--- src/rtl/att_pkg.sv ---
// att_pkg: shared FSM state encoding and default sizing for the attenuator SPI controller
package att_pkg;
  localparam int DEF_DATA_W  = 8;
  localparam int DEF_NUM_CS  = 8;
  localparam int DEF_CLK_DIV = 1;
  typedef enum logic [2:0] {
    IDLE, SELECT, CS_SETUP, SHIFT_LO, SHIFT_HI, CS_HOLD, GAP, FINISH
  } att_state_e;
endpackage

--- src/rtl/att_spi_clkdiv.sv ---
// att_spi_clkdiv: half-period tick generator for the SPI serial clock
//   clk, reset      : clock, asynchronous active-high reset
//   run             : count while high, counter held at zero while low
//   short_phase     : end this phase one cycle early (CLK_DIV cycles instead of CLK_DIV+1)
//   tick            : one-cycle strobe on the last cycle of the current phase
module att_spi_clkdiv
  import att_pkg::*;
#(
  parameter int CLK_DIV = DEF_CLK_DIV
) (
  input  logic clk,
  input  logic reset,
  input  logic run,
  input  logic short_phase,
  output logic tick
);
  localparam int CW = CLK_DIV > 0 ? $clog2(CLK_DIV + 1) : 1;
  localparam logic [CW-1:0] TC_FULL  = CW'(CLK_DIV);
  localparam logic [CW-1:0] TC_SHORT = CW'(CLK_DIV > 0 ? CLK_DIV - 1 : 0);
  logic [CW-1:0] cnt_q, cnt_d;
  always_comb begin
    tick  = run && cnt_q == (short_phase ? TC_SHORT : TC_FULL);
    cnt_d = (!run || tick) ? '0 : cnt_q + CW'(1);
  end
  always_ff @(posedge clk or posedge reset)
    if (reset) cnt_q <= '0;
    else cnt_q <= cnt_d;
endmodule

--- src/rtl/att_spi_ctrl.sv ---
// att_spi_ctrl: serial programming of step attenuators over a shared SCLK/SDATA bus
//   clk, reset        : clock, asynchronous active-high reset
//   start             : one-cycle request, accepted only when idle and soft_rst low
//   att_data, cs_mask : word to send and devices to program, latched on accepted start
//   soft_rst          : level abort back to idle, blocks new starts while high
//   spi_sclk/sdata    : serial clock (idle low) and MSB-first data
//   spi_cs_n          : active-low chip selects
//   busy, done        : sequence in progress, one-cycle normal-completion pulse
//   ATT_SPI_BROADCAST_EN: when defined, all selected devices share one transfer
module att_spi_ctrl
  import att_pkg::*;
#(
  parameter int DATA_W  = DEF_DATA_W,
  parameter int NUM_CS  = DEF_NUM_CS,
  parameter int CLK_DIV = DEF_CLK_DIV
) (
  input  logic              clk,
  input  logic              reset,
  input  logic              start,
  input  logic [DATA_W-1:0] att_data,
  input  logic [NUM_CS-1:0] cs_mask,
  input  logic              soft_rst,
  output logic              spi_sclk,
  output logic              spi_sdata,
  output logic [NUM_CS-1:0] spi_cs_n,
  output logic              busy,
  output logic              done
);
  localparam int BW = DATA_W > 1 ? $clog2(DATA_W) : 1;
  localparam logic [BW-1:0] MSB = BW'(DATA_W - 1);
  att_state_e state_q, state_d;
  logic [DATA_W-1:0] data_q, data_d;
  logic [NUM_CS-1:0] mask_q, mask_d, sel_q, sel_d, cs_n_q, cs_n_d, pick, left;
  logic [BW-1:0] bit_q, bit_d;
  logic sclk_q, sclk_d, sdata_q, sdata_d, busy_q, busy_d, done_q, done_d;
  logic tick, run, leave;
  att_spi_clkdiv #(.CLK_DIV(CLK_DIV)) u_clkdiv (
    .clk         (clk),
    .reset       (reset),
    .run         (run),
    .short_phase (state_q == GAP),
    .tick        (tick)
  );
`ifdef ATT_SPI_BROADCAST_EN
  assign pick = mask_q;
`else
  assign pick = mask_q & (~mask_q + NUM_CS'(1));
`endif
  assign run  = state_q inside {CS_SETUP, SHIFT_LO, SHIFT_HI, CS_HOLD, GAP};
  assign left = mask_q & ~sel_q;
  // SELECT occupies one cs-high cycle, so GAP is one cycle short to keep the
  // all-high interval and the per-device time exact; with CLK_DIV=0 GAP vanishes.
  assign leave = tick && (state_q == GAP || (state_q == CS_HOLD && CLK_DIV == 0));
  always_comb begin
    state_d = state_q;
    data_d  = data_q;
    mask_d  = mask_q;
    sel_d   = sel_q;
    bit_d   = bit_q;
    sdata_d = sdata_q;
    case (state_q)
      IDLE: if (start && !soft_rst) begin
        data_d  = att_data;
        mask_d  = cs_mask;
        state_d = |cs_mask ? SELECT : FINISH;
      end
      SELECT: begin
        sel_d   = pick;
        bit_d   = MSB;
        sdata_d = data_q[DATA_W-1];
        state_d = |mask_q ? CS_SETUP : FINISH;
      end
      CS_SETUP: state_d = tick ? SHIFT_LO : state_q;
      SHIFT_LO: state_d = tick ? SHIFT_HI : state_q;
      SHIFT_HI: if (tick) begin
        state_d = bit_q == '0 ? CS_HOLD : SHIFT_LO;
        bit_d   = bit_q == '0 ? bit_q : bit_q - BW'(1);
        sdata_d = data_q[bit_d];
      end
      CS_HOLD: state_d = tick ? GAP : state_q;
      GAP:     state_d = state_q;
      FINISH:  state_d = IDLE;
      default: state_d = IDLE;
    endcase
    if (leave) begin
      mask_d  = left;
      state_d = |left ? SELECT : FINISH;
    end
    if (soft_rst) state_d = IDLE;
    sclk_d = state_d == SHIFT_HI;
    cs_n_d = state_d inside {CS_SETUP, SHIFT_LO, SHIFT_HI, CS_HOLD} ? ~sel_d : '1;
    busy_d = state_d != IDLE;
    done_d = state_d == FINISH;
  end
  always_ff @(posedge clk or posedge reset)
    if (reset) begin
      state_q <= IDLE;
      data_q  <= '0;
      mask_q  <= '0;
      sel_q   <= '0;
      bit_q   <= '0;
      sclk_q  <= 1'b0;
      sdata_q <= 1'b0;
      cs_n_q  <= '1;
      busy_q  <= 1'b0;
      done_q  <= 1'b0;
    end else begin
      state_q <= state_d;
      data_q  <= data_d;
      mask_q  <= mask_d;
      sel_q   <= sel_d;
      bit_q   <= bit_d;
      sclk_q  <= sclk_d;
      sdata_q <= sdata_d;
      cs_n_q  <= cs_n_d;
      busy_q  <= busy_d;
      done_q  <= done_d;
    end
  assign spi_sclk  = sclk_q;
  assign spi_sdata = sdata_q;
  assign spi_cs_n  = cs_n_q;
  assign busy      = busy_q;
  assign done      = done_q;
endmodule

--- config.mk ---
export PLATFORM = sky130hd
export DESIGN_NAME = att_spi_ctrl
export DESIGN_NICKNAME = d
export VERILOG_FILES = /design/src/rtl/att_pkg.sv /design/src/rtl/att_spi_clkdiv.sv /design/src/rtl/att_spi_ctrl.sv
export SDC_FILE = /design/constraint.sdc
export NUM_CORES = 1
export LEC_CHECK = 0
export ABC_AREA = 1
export CORE_AREA = 2 2 67 69
export DETAILED_ROUTE_END_ITERATION = 12
export DIE_AREA = 0 0 69 71
export PLACE_DENSITY_LB_ADDON = 0.05
export SETUP_SLACK_MARGIN = 0.05
export SLEW_MARGIN = 30
export SYNTH_ARGS = -nofsm -noshare
export SYNTH_HDL_FRONTEND = slang
export SYNTH_SLANG_ARGS = --single-unit
--- constraint.sdc ---
create_clock -name clk -period 2.3 [get_ports clk]
set_input_delay 0.69 -clock clk [delete_from_list [all_inputs] [get_ports clk]]
set_output_delay 0.69 -clock clk [all_outputs]
set_load 0.005 [all_outputs]
==> flow_metrics.env <==
export IMPL_status="finished, final reports clean"
export IMPL_cp_common_cell="nand2_1"
export IMPL_clk_pin_slew_ns=0.08
export IMPL_cp_end_kind="flip-flop"
export IMPL_cts_tree="yes"
export IMPL_routed_via_density=4.87
export IMPL_ys_seq_area_share_pct=50.4
export IMPL_cts_root_buf="clkbuf_8"
export IMPL_finalCriticalPeriod_ns=2.07
export IMPL_antenna_left=0
export IMPL_clockBufferDepth=2
export IMPL_dieArea_sq_um=4900
export IMPL_finalPower_mw=3.09
export IMPL_hpwl_um=3310
export IMPL_p_per_area_nw_per_um2=1160
export IMPL_ys_ff_latch=43
export IMPL_rsz0062_at_grt="no"
export IMPL_cp_cell_sequence="inv_1 > nor2_1 > ha_1 > inv_1 > nand2_1 > nand2_1 > nand2_1 > o21bai_2 > a21oi_1 > nand3_2 > nand2_4 > nand2_1"
export IMPL_fin_ws_ns=0.230
export IMPL_post_route_period_util_pct=90.0
export IMPL_numCtsBuffers=5
export IMPL_layout_commonest_cell="nand2_1"
export IMPL_hold_viol=0
export IMPL_overflow=0
export IMPL_gr_usage_all_layers_pct=20.0
export IMPL_synth_edf_count=0
export IMPL_rows=24
export IMPL_post_cts_setup_buffers=0
export IMPL_cts_sinks=43
export IMPL_leakage_nw=1.27
export IMPL_fmax_mhz=483
export IMPL_place_ws_ns=0.113
export IMPL_drive_above_1_share_pct=11.0
export IMPL_clk_insertion_delay_late_ns=0.30
export IMPL_maxCapViolCount=0
export IMPL_final_cells=370
export IMPL_ir_drop_mv=0.486
export IMPL_post_drt_wl_per_cell_um=11.9
export IMPL_drtIter0Drc=106
export IMPL_die_x_um=69
export IMPL_grt_pass1_vias=1743
export IMPL_yosysTopAreaCell="dfrtp_1"
export IMPL_final_cell_mix="nand2_1, dfrtp_1, inv_1, clkdlybuf4s50_1, nor2_1"
export IMPL_synth_fp_nets=299
export IMPL_syn_to_final_growth_pct=24.2
export IMPL_cp_slowest_stage_delay_ns=0.44
export IMPL_synth_warnings=0
export IMPL_async_flop_share_pct=100
export IMPL_setup_viol=0
export IMPL_drc=0
export IMPL_clock_skew_ns=0.0115
export IMPL_grt_start_max_net_pins=44
export IMPL_port_buffers=31
export IMPL_antenna_found_initial=0
export IMPL_nNetsFinal=340
export IMPL_crit_type="reg2reg"
export IMPL_ys_types=30
export IMPL_cp_arrival_ns=2.29
export IMPL_n_antenna_cell=0
export IMPL_worst_pin_slew_ns=0.473
export IMPL_fp_dieH_um=71
export IMPL_htree_levels=2
export IMPL_synthesis_area_sq_um=2150
export IMPL_place_congestion=0.844
export IMPL_vias=1802
export IMPL_max_slew_margin_pct=68.2
export IMPL_routed_wl_um=4410
export IMPL_required_ns=2.52
export IMPL_fin_tns_setup_ns=0
export IMPL_pin_count=32
export IMPL_crit_fanout=8
export IMPL_syn_inst=276
export IMPL_maxSlewViolCount=0
export IMPL_synth_flop_cell="dfrtp_1"
export IMPL_slowest_stage="dfrtp_1"
export IMPL_first_pass_iters=4
export IMPL_start_kind="flip-flop"
export IMPL_start_util_pct=51.2
export IMPL_hp_class="reg2reg"
export IMPL_syn_avg_cell_area_sq_um=7.80
export IMPL_fp_coreArea_sq_um=4200
export IMPL_grt_pass1_wl_um=7730
export IMPL_dp_cells=362
export IMPL_synthTopCellsByArea="dfrtp_1, nand2_1, dfstp_2, inv_1, nor2_1"
export IMPL_synth_top_area_share_pct=40.7
## worst paths after layout
| path | slack, ns | endpoint | from | depth (start not counted) |
|---|---|---|---|---|
| setup / recovery | 0.23 | spi_cs_n[3] | state_q[2] | 12 |
| hold / removal | 0.42 | u_clkdiv.cnt_q | u_clkdiv.cnt_q | 1 |
| setup reg to reg | 0.23 | spi_cs_n[3] | state_q[2] | 12 |
| hold reg to reg | 0.42 | u_clkdiv.cnt_q | u_clkdiv.cnt_q | 1 |
| max in group asynchronous | 1.29 | spi_cs_n[0] | reset | 3 |
| min in group asynchronous | 0.75 | sel_q[5] | reset | 3 |
## worst max-delay path, delay by kind of cell (launching register included)
family	cells	cell delay [ns]
and+or+nand+nor	7	0.54
DFF	1	0.44
AOI/OAI and AO/OA	2	0.38
adders and majority gates	1	0.35
buffers and inverters	2	0.28
## where the power goes
group	leakage, nW	internal (mW)	switching, mW
Clock	0.0505	0.273	0.258
Sequential	0.529	1.05	0.169
Combinational	0.687	0.530	0.815
## state kept, by name, summed over array words and instances (netlist names)
register        cells
done                1
spi_sclk            1
sel_q               8
data_q              8
busy                1
state_q             3
spi_cs_n            8
mask_q              8
spi_sdata           1
bit_q               3
u_clkdiv.cnt_q      1
## Yosys cell counts (2+ instances only)
cell type  number
a21oi_1         4
nand2_2         3
nand3_1        17
inv_1          32
o211ai_1        7
clkinv_1        2
o22ai_1         3
nand2_1        99
nor2_1         27
or2_2           2
ha_1            3
o21ai_0        17
inv_2           2
dfstp_2         8
dfrtp_1        35
## cell families (layout without fill, tap and decap cells)
group                      Yosys count  in the layout  synth area share, %
adders and majority gates            3              3                 1.74
and+or+nand+nor                    153            153                 29.5
AOI/OAI and AO/OA                   37             37                 10.9
xor gates and xnor gates             1              1                0.407
DFF                                 43             43                 50.4
buffers and inverters               39             81                 7.03
## metrics by stage
step	hold WS [ns]	cell area, sq um	utilization [%]
CTS	0.423	2670	63.6
floorplan	0.400	2150	-
global placement	0.408	2570	61.1
finish	0.421	2670	63.6
detailed placement	0.413	2570	61.1
global route	0.450	2670	63.6
## cell type report
cell class	count	area, sq um
Fill cell	384	1530
Timing Repair Buffer	37	368
Inverter	36	135
Clock inverter	1	7.51
Sequential cell	43	1090
Multi-Input combinational cell	194	916
Clock buffer	7	96.3
Tap cell	52	65.1
## timing repair
item | CTS | global route
setup endpoints to repair | 0 | 2
resized for setup | 0 | 1
hold buffers | 0 | 0
## routing by layer
metal	global-route usage, %	vias up	wire length [um]
met5	0	-	0
met4	7.84	0	76
met3	5.13	7	170
met2	31.0	28	1990
met1	27.1	811	2170
li1	-	956	-
No activity file was read; power rests on OpenSTA's default activity.
